File: src/rtl/tlp_fifo_pkg.sv
// Shared types and constants for the transaction-layer FIFO read side.
package tlp_fifo_pkg;

  localparam int DATA_W     = 10;
  localparam int SKID_DEPTH = 2;
  localparam int OCC_W      = $clog2(SKID_DEPTH + 1);

  typedef enum logic [1:0] {
    IDLE = 2'd0,
    RUN  = 2'd1,
    STOP = 2'd2
  } pop_state_e;

  // One-hot codes of the main state machine; the top level decodes these
  // into the active/reset strobes that feed the pop controller.
  localparam logic [3:0] SM_RESET  = 4'b0001;
  localparam logic [3:0] SM_INIT   = 4'b0010;
  localparam logic [3:0] SM_ACTIVE = 4'b0100;

  function automatic logic sm_is_active(input logic [3:0] code);
    return code == SM_ACTIVE;
  endfunction

  function automatic logic sm_is_reset(input logic [3:0] code);
    return code == SM_RESET;
  endfunction

endpackage

File: src/rtl/fifo_pop_ctrl_if.sv
// Source-FIFO pop side and downstream valid/ready side of the pop controller.
interface fifo_pop_ctrl_if import tlp_fifo_pkg::*; #(parameter int WIDTH = DATA_W);

  logic             src_empty;
  logic [WIDTH-1:0] src_data;
  logic             src_pop;
  logic [WIDTH-1:0] dst_data;
  logic             dst_valid;
  logic             dst_ready;

  modport master (
    output src_pop, dst_data, dst_valid,
    input  src_empty, src_data, dst_ready
  );

  modport slave (
    input  src_pop, dst_data, dst_valid,
    output src_empty, src_data, dst_ready
  );

endinterface

File: src/rtl/tlp_skid_buf2.sv
// Two-entry register buffer; head is always the oldest word.
module tlp_skid_buf2 import tlp_fifo_pkg::*; (
  input  logic              clk,
  input  logic              reset,
  input  logic              push,
  input  logic [DATA_W-1:0] push_data,
  input  logic              pop,
  output logic [OCC_W-1:0]  occ,
  output logic [DATA_W-1:0] head,
  output logic              head_valid
);

  logic [DATA_W-1:0] tail;

  // Push writes behind the current contents; pop shifts the tail forward.
  always_ff @(posedge clk) begin
    if (reset) begin
      occ        <= '0;
      head       <= '0;
      tail       <= '0;
      head_valid <= 1'b0;
    end else begin
      case ({push, pop})
        2'b10: begin
          if (occ == 2'd0) head <= push_data;
          else             tail <= push_data;
          occ        <= occ + 1'b1;
          head_valid <= 1'b1;
        end
        2'b01: begin
          head       <= tail;
          occ        <= occ - 1'b1;
          head_valid <= (occ == 2'd2);
        end
        2'b11: begin
          if (occ == 2'd2) begin
            head <= tail;
            tail <= push_data;
          end else begin
            head <= push_data;
          end
        end
        default: ;
      endcase
    end
  end

  // The pop rule upstream must never let a word arrive into a full buffer.
  a_no_overflow: assert property (@(posedge clk) disable iff (reset)
    !(push && !pop && occ == 2'd2));

endmodule

File: src/rtl/fifo_pop_ctrl.sv
// Read-side controller: pops the source FIFO, captures returned words in a
// two-entry skid buffer and hands them downstream over valid/ready.
//
// state | meaning
// IDLE  | pops disabled, nothing held or in flight
// RUN   | pops enabled
// STOP  | no new pops; in-flight word captured, buffered words drained
module fifo_pop_ctrl import tlp_fifo_pkg::*; #(
  parameter int CNT_W = 16
) (
  input  logic             clk,
  input  logic             reset,
  input  logic             active,
  fifo_pop_ctrl_if.master  bus,
  output logic             busy,
  output logic [CNT_W-1:0] word_count
);

  pop_state_e       state;
  logic             inflight;
  logic [OCC_W-1:0] occ;
  logic [2:0]       held;
  logic             deq;
  logic             pop_en;
  logic [CNT_W-1:0] cnt_q;

  assign deq    = bus.dst_valid && bus.dst_ready;
  assign held   = 3'(occ) + 3'(inflight);
  assign pop_en = (state == RUN);

  // dst_ready feeds the pop decision directly so a slot freed this cycle can
  // be refilled this cycle, which is what sustains one word per cycle.
  assign bus.src_pop = !reset && pop_en && !bus.src_empty &&
                       (held < (3'd2 + 3'(deq)));

  tlp_skid_buf2 u_skid (
    .clk        (clk),
    .reset      (reset),
    .push       (inflight),
    .push_data  (bus.src_data),
    .pop        (deq),
    .occ        (occ),
    .head       (bus.dst_data),
    .head_valid (bus.dst_valid)
  );

  // State sequencing, in-flight tracking and the registered busy flag.
  always_ff @(posedge clk) begin
    if (reset) begin
      state    <= IDLE;
      busy     <= 1'b0;
      inflight <= 1'b0;
    end else begin
      inflight <= bus.src_pop;
      case (state)
        IDLE: begin
          if (active) begin
            state <= RUN;
            busy  <= 1'b1;
          end
        end
        RUN: begin
          // A pop issued this cycle still owes a capture, so it counts as held.
          if (!active) begin
            if (held == 3'd0 && !bus.src_pop) begin
              state <= IDLE;
              busy  <= 1'b0;
            end else begin
              state <= STOP;
            end
          end
        end
        STOP: begin
          if (active) begin
            state <= RUN;
          end else if (occ == 2'd0 && !inflight) begin
            state <= IDLE;
            busy  <= 1'b0;
          end
        end
        default: begin
          state <= IDLE;
          busy  <= 1'b0;
        end
      endcase
    end
  end

  // Delivered-word counter, saturating at all-ones.
  always_ff @(posedge clk) begin
    if (reset)                    cnt_q <= '0;
    else if (deq && cnt_q != '1)  cnt_q <= cnt_q + 1'b1;
  end

  assign word_count = cnt_q;

endmodule

File: src/flat_wrapper.sv
// flat-port wrapper written by rule: the top's interface ports become plain ports
module fifo_pop_ctrl_flat import tlp_fifo_pkg::*;
#(
  parameter int CNT_W = 16
)
  (clk, reset, active, busy, word_count, bus_src_pop, bus_dst_data, bus_dst_valid, bus_src_empty, bus_src_data, bus_dst_ready);
  fifo_pop_ctrl_if bus_i ();
  input  logic clk;
  input  logic reset;
  input  logic active;
  output logic busy;
  output logic [CNT_W-1:0] word_count;
  output wire logic [$bits(bus_i.src_pop)-1:0] bus_src_pop;
  output wire logic [$bits(bus_i.dst_data)-1:0] bus_dst_data;
  output wire logic [$bits(bus_i.dst_valid)-1:0] bus_dst_valid;
  input wire logic [$bits(bus_i.src_empty)-1:0] bus_src_empty;
  input wire logic [$bits(bus_i.src_data)-1:0] bus_src_data;
  input wire logic [$bits(bus_i.dst_ready)-1:0] bus_dst_ready;
  assign bus_src_pop = bus_i.src_pop;
  assign bus_dst_data = bus_i.dst_data;
  assign bus_dst_valid = bus_i.dst_valid;
  assign bus_i.src_empty = bus_src_empty;
  assign bus_i.src_data = bus_src_data;
  assign bus_i.dst_ready = bus_dst_ready;
  fifo_pop_ctrl #(.CNT_W(CNT_W)) u_core (.clk(clk), .reset(reset), .active(active), .bus(bus_i), .busy(busy), .word_count(word_count));
endmodule
File: config.mk
export PLATFORM = sky130hd
export DESIGN_NAME = fifo_pop_ctrl_flat
export DESIGN_NICKNAME = d
export VERILOG_FILES = /design/src/rtl/tlp_fifo_pkg.sv /design/src/rtl/fifo_pop_ctrl_if.sv /design/src/rtl/tlp_skid_buf2.sv /design/src/rtl/fifo_pop_ctrl.sv /design/src/flat_wrapper.sv
export SDC_FILE = /design/constraint.sdc
export NUM_CORES = 1
export LEC_CHECK = 0
export ABC_AREA = 1
export CAP_MARGIN = 20
export CORE_UTILIZATION = 43
export CTS_CLUSTER_DIAMETER = 200
export DETAILED_ROUTE_END_ITERATION = 7
export HOLD_SLACK_MARGIN = 0.12
export MAX_ROUTING_LAYER = met4
export PLACE_DENSITY_LB_ADDON = 0.1
export SYNTH_ARGS = -nofsm -noshare
export SYNTH_HDL_FRONTEND = slang
export SYNTH_SLANG_ARGS = --single-unit
File: constraint.sdc
create_clock -name clk -period 1.9 [get_ports clk]
set_input_delay 0.285 -clock clk [delete_from_list [all_inputs] [get_ports clk]]
set_output_delay 0.285 -clock clk [all_outputs]
set_load 0.05 [all_outputs]
==> flow_summary.toml <==
[hold_path]
hold_depth = 2
hp-class = "flip-flop to flip-flop"
min_to = "u_core.u_skid.tail[4]"
hold_path_startpoint = "u_core.u_skid.tail[4]"

[power_and_ir_drop]
switching_power_uw = 510
power_leakage_uw = 0.00127
p_per_area_mw_per_mm2 = 631
pwr-share-clk_pct = 32.0
p_comb_share_pct = 16.6
p_total_uw = 1850
p_seq_share_pct = 51.4
ir_drop_v = 0.000439
switching_share_pct = 27.6
p_int_uw = 1340

[layout]
layout-drive-gt1-share_pct = 9.84
mostFrequentLayoutCells = "nand2_1, inv_1, dfxtp_1"
areaGrowthSynthToFinish_pct = 32.0
diodes = 0
nNetsFinal = 408
final_area_mm2 = 0.00293
register_area_um2 = 868
layout_commonest_cell = "nand2_1"
nFillCells = 477
multi_input_area_mm2 = 0.00108

[clock_tree]
hold_buffers = 0
cts_root_buf = "clkbuf_8"
clk_pin_slew_worst_paths_ns = 0.08
clockBufferDepth = 2
cts_made_buffers = 5
cts_tree = "built"
insertion_delay_ns = 0.29
clock-sinks = 43
htreeDepth = 2

[critical_path]
path_class = "flip-flop to output port"
crit_path_start_kind = "flip-flop"
reg2reg_slack_ns = 0.30
worstPathMaxFanout = 5
critPathCaptureType = "output port"
r2r_cells = 12
worstReg2RegStart = "u_core.u_skid.occ[0]"
critPathBufInv = 1
critPathTopFamily = "buffers and inverters"
cpPeakStageDelay_ns = 0.84
timing.rr.end = "u_core.busy"
cpMaxStageDelayCell = "clkdlybuf4s50_1"
crit_chain = "clkdlybuf4s50_1"
worstPathArrival_ns = 1.56
cp_data_required_time_ns = 1.62

[sta]
max_freq_ghz = 0.543
hold_slack_ns = 0.455
period_minus_slack_ns = 1.84
period_share_pct = 96.9
setup_ws_ns = 0.0591
report.final.setup_viol = 0
rsz0062_at_grt = "no"
relSlewSlack_pct = 65.8
final_hold_viol_count = 0
final.setup.tns_ns = 0
tightestPinTransition_ns = 0.512
slew_violations = 0
clock_skew_ns = 0.00467

[drt]
vias_per_cell = 4.82
post_drt_wl_per_cell_um = 10.9
postRouteAntennaNets = 0
drc = 0
via_count = 2182
routed_wl_um = 4960
dr.pass1.iters = 4
drt_iter0_markers = 74

[place]
port-buffer-count = 43
place_ws_ns = -0.0476
dpl.hpwl_um = 3590
gp_congestion = 0.873
place_area_mm2 = 0.00282

[floorplanning]
num_rows = 25
dieArea_mm2 = 0.00546
initial_utilization_pct = 45.8
core_mm2 = 0.00485
boundaryPins = 44
die_y_um = 73.9
dieWidth_um = 73.9

[yosys]
synth_cells = 329
ys_ff_latch = 43
syn-cell-area_mm2 = 0.00222
yosysUniqueCellTypes = 27
ys_seq_area_share_pct = 38.7
synth_top_area_cell = "dfxtp_1"
syn_nets = 351
ys.warnings.count = 0
synth_top_area_share_pct = 38.7
avgSynthCellArea_um2 = 6.75
ys_top_cells_by_area = "dfxtp_1, nand2_1, inv_1"

[grt]
grt_overflow = 0
grt_antenna_before_repair = 0
first_global_vias = 1982
grt_usage_pct = 20.6
grt_max_degree = 26
grt_pass1_wl_um = 8490

[job]
maxCapViolCount = 0

[run_status]
status = "complete, no violations"
-- flip-flops by register name, summed over array words and instances (netlist names) --
| register | flops |
|---|---|
| u_core.u_skid.head_valid | 1 |
| u_core.inflight | 1 |
| u_core.u_skid.occ | 2 |
| u_core.u_skid.head | 10 |
| u_core.state | 2 |
| u_core.busy | 1 |
| u_core.u_skid.tail | 10 |
| u_core.word_count | 16 |
-- Yosys cell counts --
library cell	count
nand3_2	1
inv_1	59
nand4_1	5
a21oi_1	37
o21ai_1	2
a31oi_1	1
nor3_1	1
xor2_1	4
nor2_1	30
a211oi_1	1
nor2_2	1
xnor2_1	3
o21ai_0	28
buf_2	1
clkbuf_1	6
o21ai_2	1
o21ai_4	1
nand3b_1	1
buf_1	1
nand3_1	8
nand2_1	72
ha_1	7
o22ai_1	11
buf_6	2
inv_2	1
o21a_1	1
dfxtp_1	43
-- metal layers --
| layer | part of all wire [%] | global-route usage [%] | vias to the layer above | routed length (um) |
|---|---|---|---|---|
| met2 | 42 | 30.4 | 45 | 2090 |
| met3 | 4.3 | 3.70 | 6 | 215 |
| met1 | 52 | 28.1 | 971 | 2580 |
| met5 | 0 | - | - | 0 |
| li1 | - | - | 1160 | - |
| met4 | 1.4 | 7.69 | 0 | 71 |
-- metrics by stage --
step	cells	util, %
after floorplan	329	-
after global placement	445	58.2
after detailed placement	445	58.2
after CTS	452	60.1
after global routing	453	60.5
final	453	60.5
-- tightest hold or removal path: stages (launching register included) --
cell and delay (ns):
dfxtp_1 0.30, inv_1 0.06, a21oi_1 0.05
-- worst max-delay path by stage --
stage	start	to	slack (ns)	cells after the start
final	u_core.word_count[8]	word_count[8]	0.06	1
after global routing	u_core.word_count[8]	word_count[8]	0.0004	1
after CTS	u_core.u_skid.occ[0]	bus_src_pop	0.01	8
after detailed placement	bus_dst_ready	u_core.u_skid.tail[5]	-0.05	10
after global placement	bus_dst_ready	u_core.u_skid.tail[5]	-0.08	10
after floorplan	u_core.u_skid.head_valid	u_core.u_skid.head[0]	0.14	8
-- power by group through the flow --
stage	Sequential, uW	Clock [uW]	Combinational (uW)
after floorplan	1040	0	114
after global placement	974	0	303
after detailed placement	973	0	305
after CTS	953	612	307
after global routing	956	646	335
final	952	592	307
-- final cells by class --
| type | instances | share of cell area [%] |
|---|---|---|
| flip-flops and latches | 43 | 29.6 |
| clock inverters | 1 | 0.171 |
| repair buffers | 60 | 19.9 |
| multi-input cells | 216 | 37.0 |
| clock buffers | 6 | 2.82 |
| well taps | 67 | 2.86 |
| inverters | 60 | 7.68 |
-- cells by family (layout without fill, tap and decap cells) --
logic type / Yosys count / count (layout) / synth area share [%]
XOR/XNOR: 7 / 7 / 2.76
AND/OR/NAND/NOR: 119 / 119 / 21.7
adder cells (fa/ha/maj): 7 / 7 / 3.94
buffers and inverters: 70 / 127 / 12.6
flip-flops: 43 / 43 / 38.7
AO/OA/AOI/OAI: 83 / 83 / 20.3
-- what timing repair did --
item | CTS | global route
hold endpoints to repair | 0 | 0
resized for setup | 0 | 8
setup endpoints to repair | 0 | 4
buffers inserted | 0 | 1
Power figures use the tool's default switching activity.
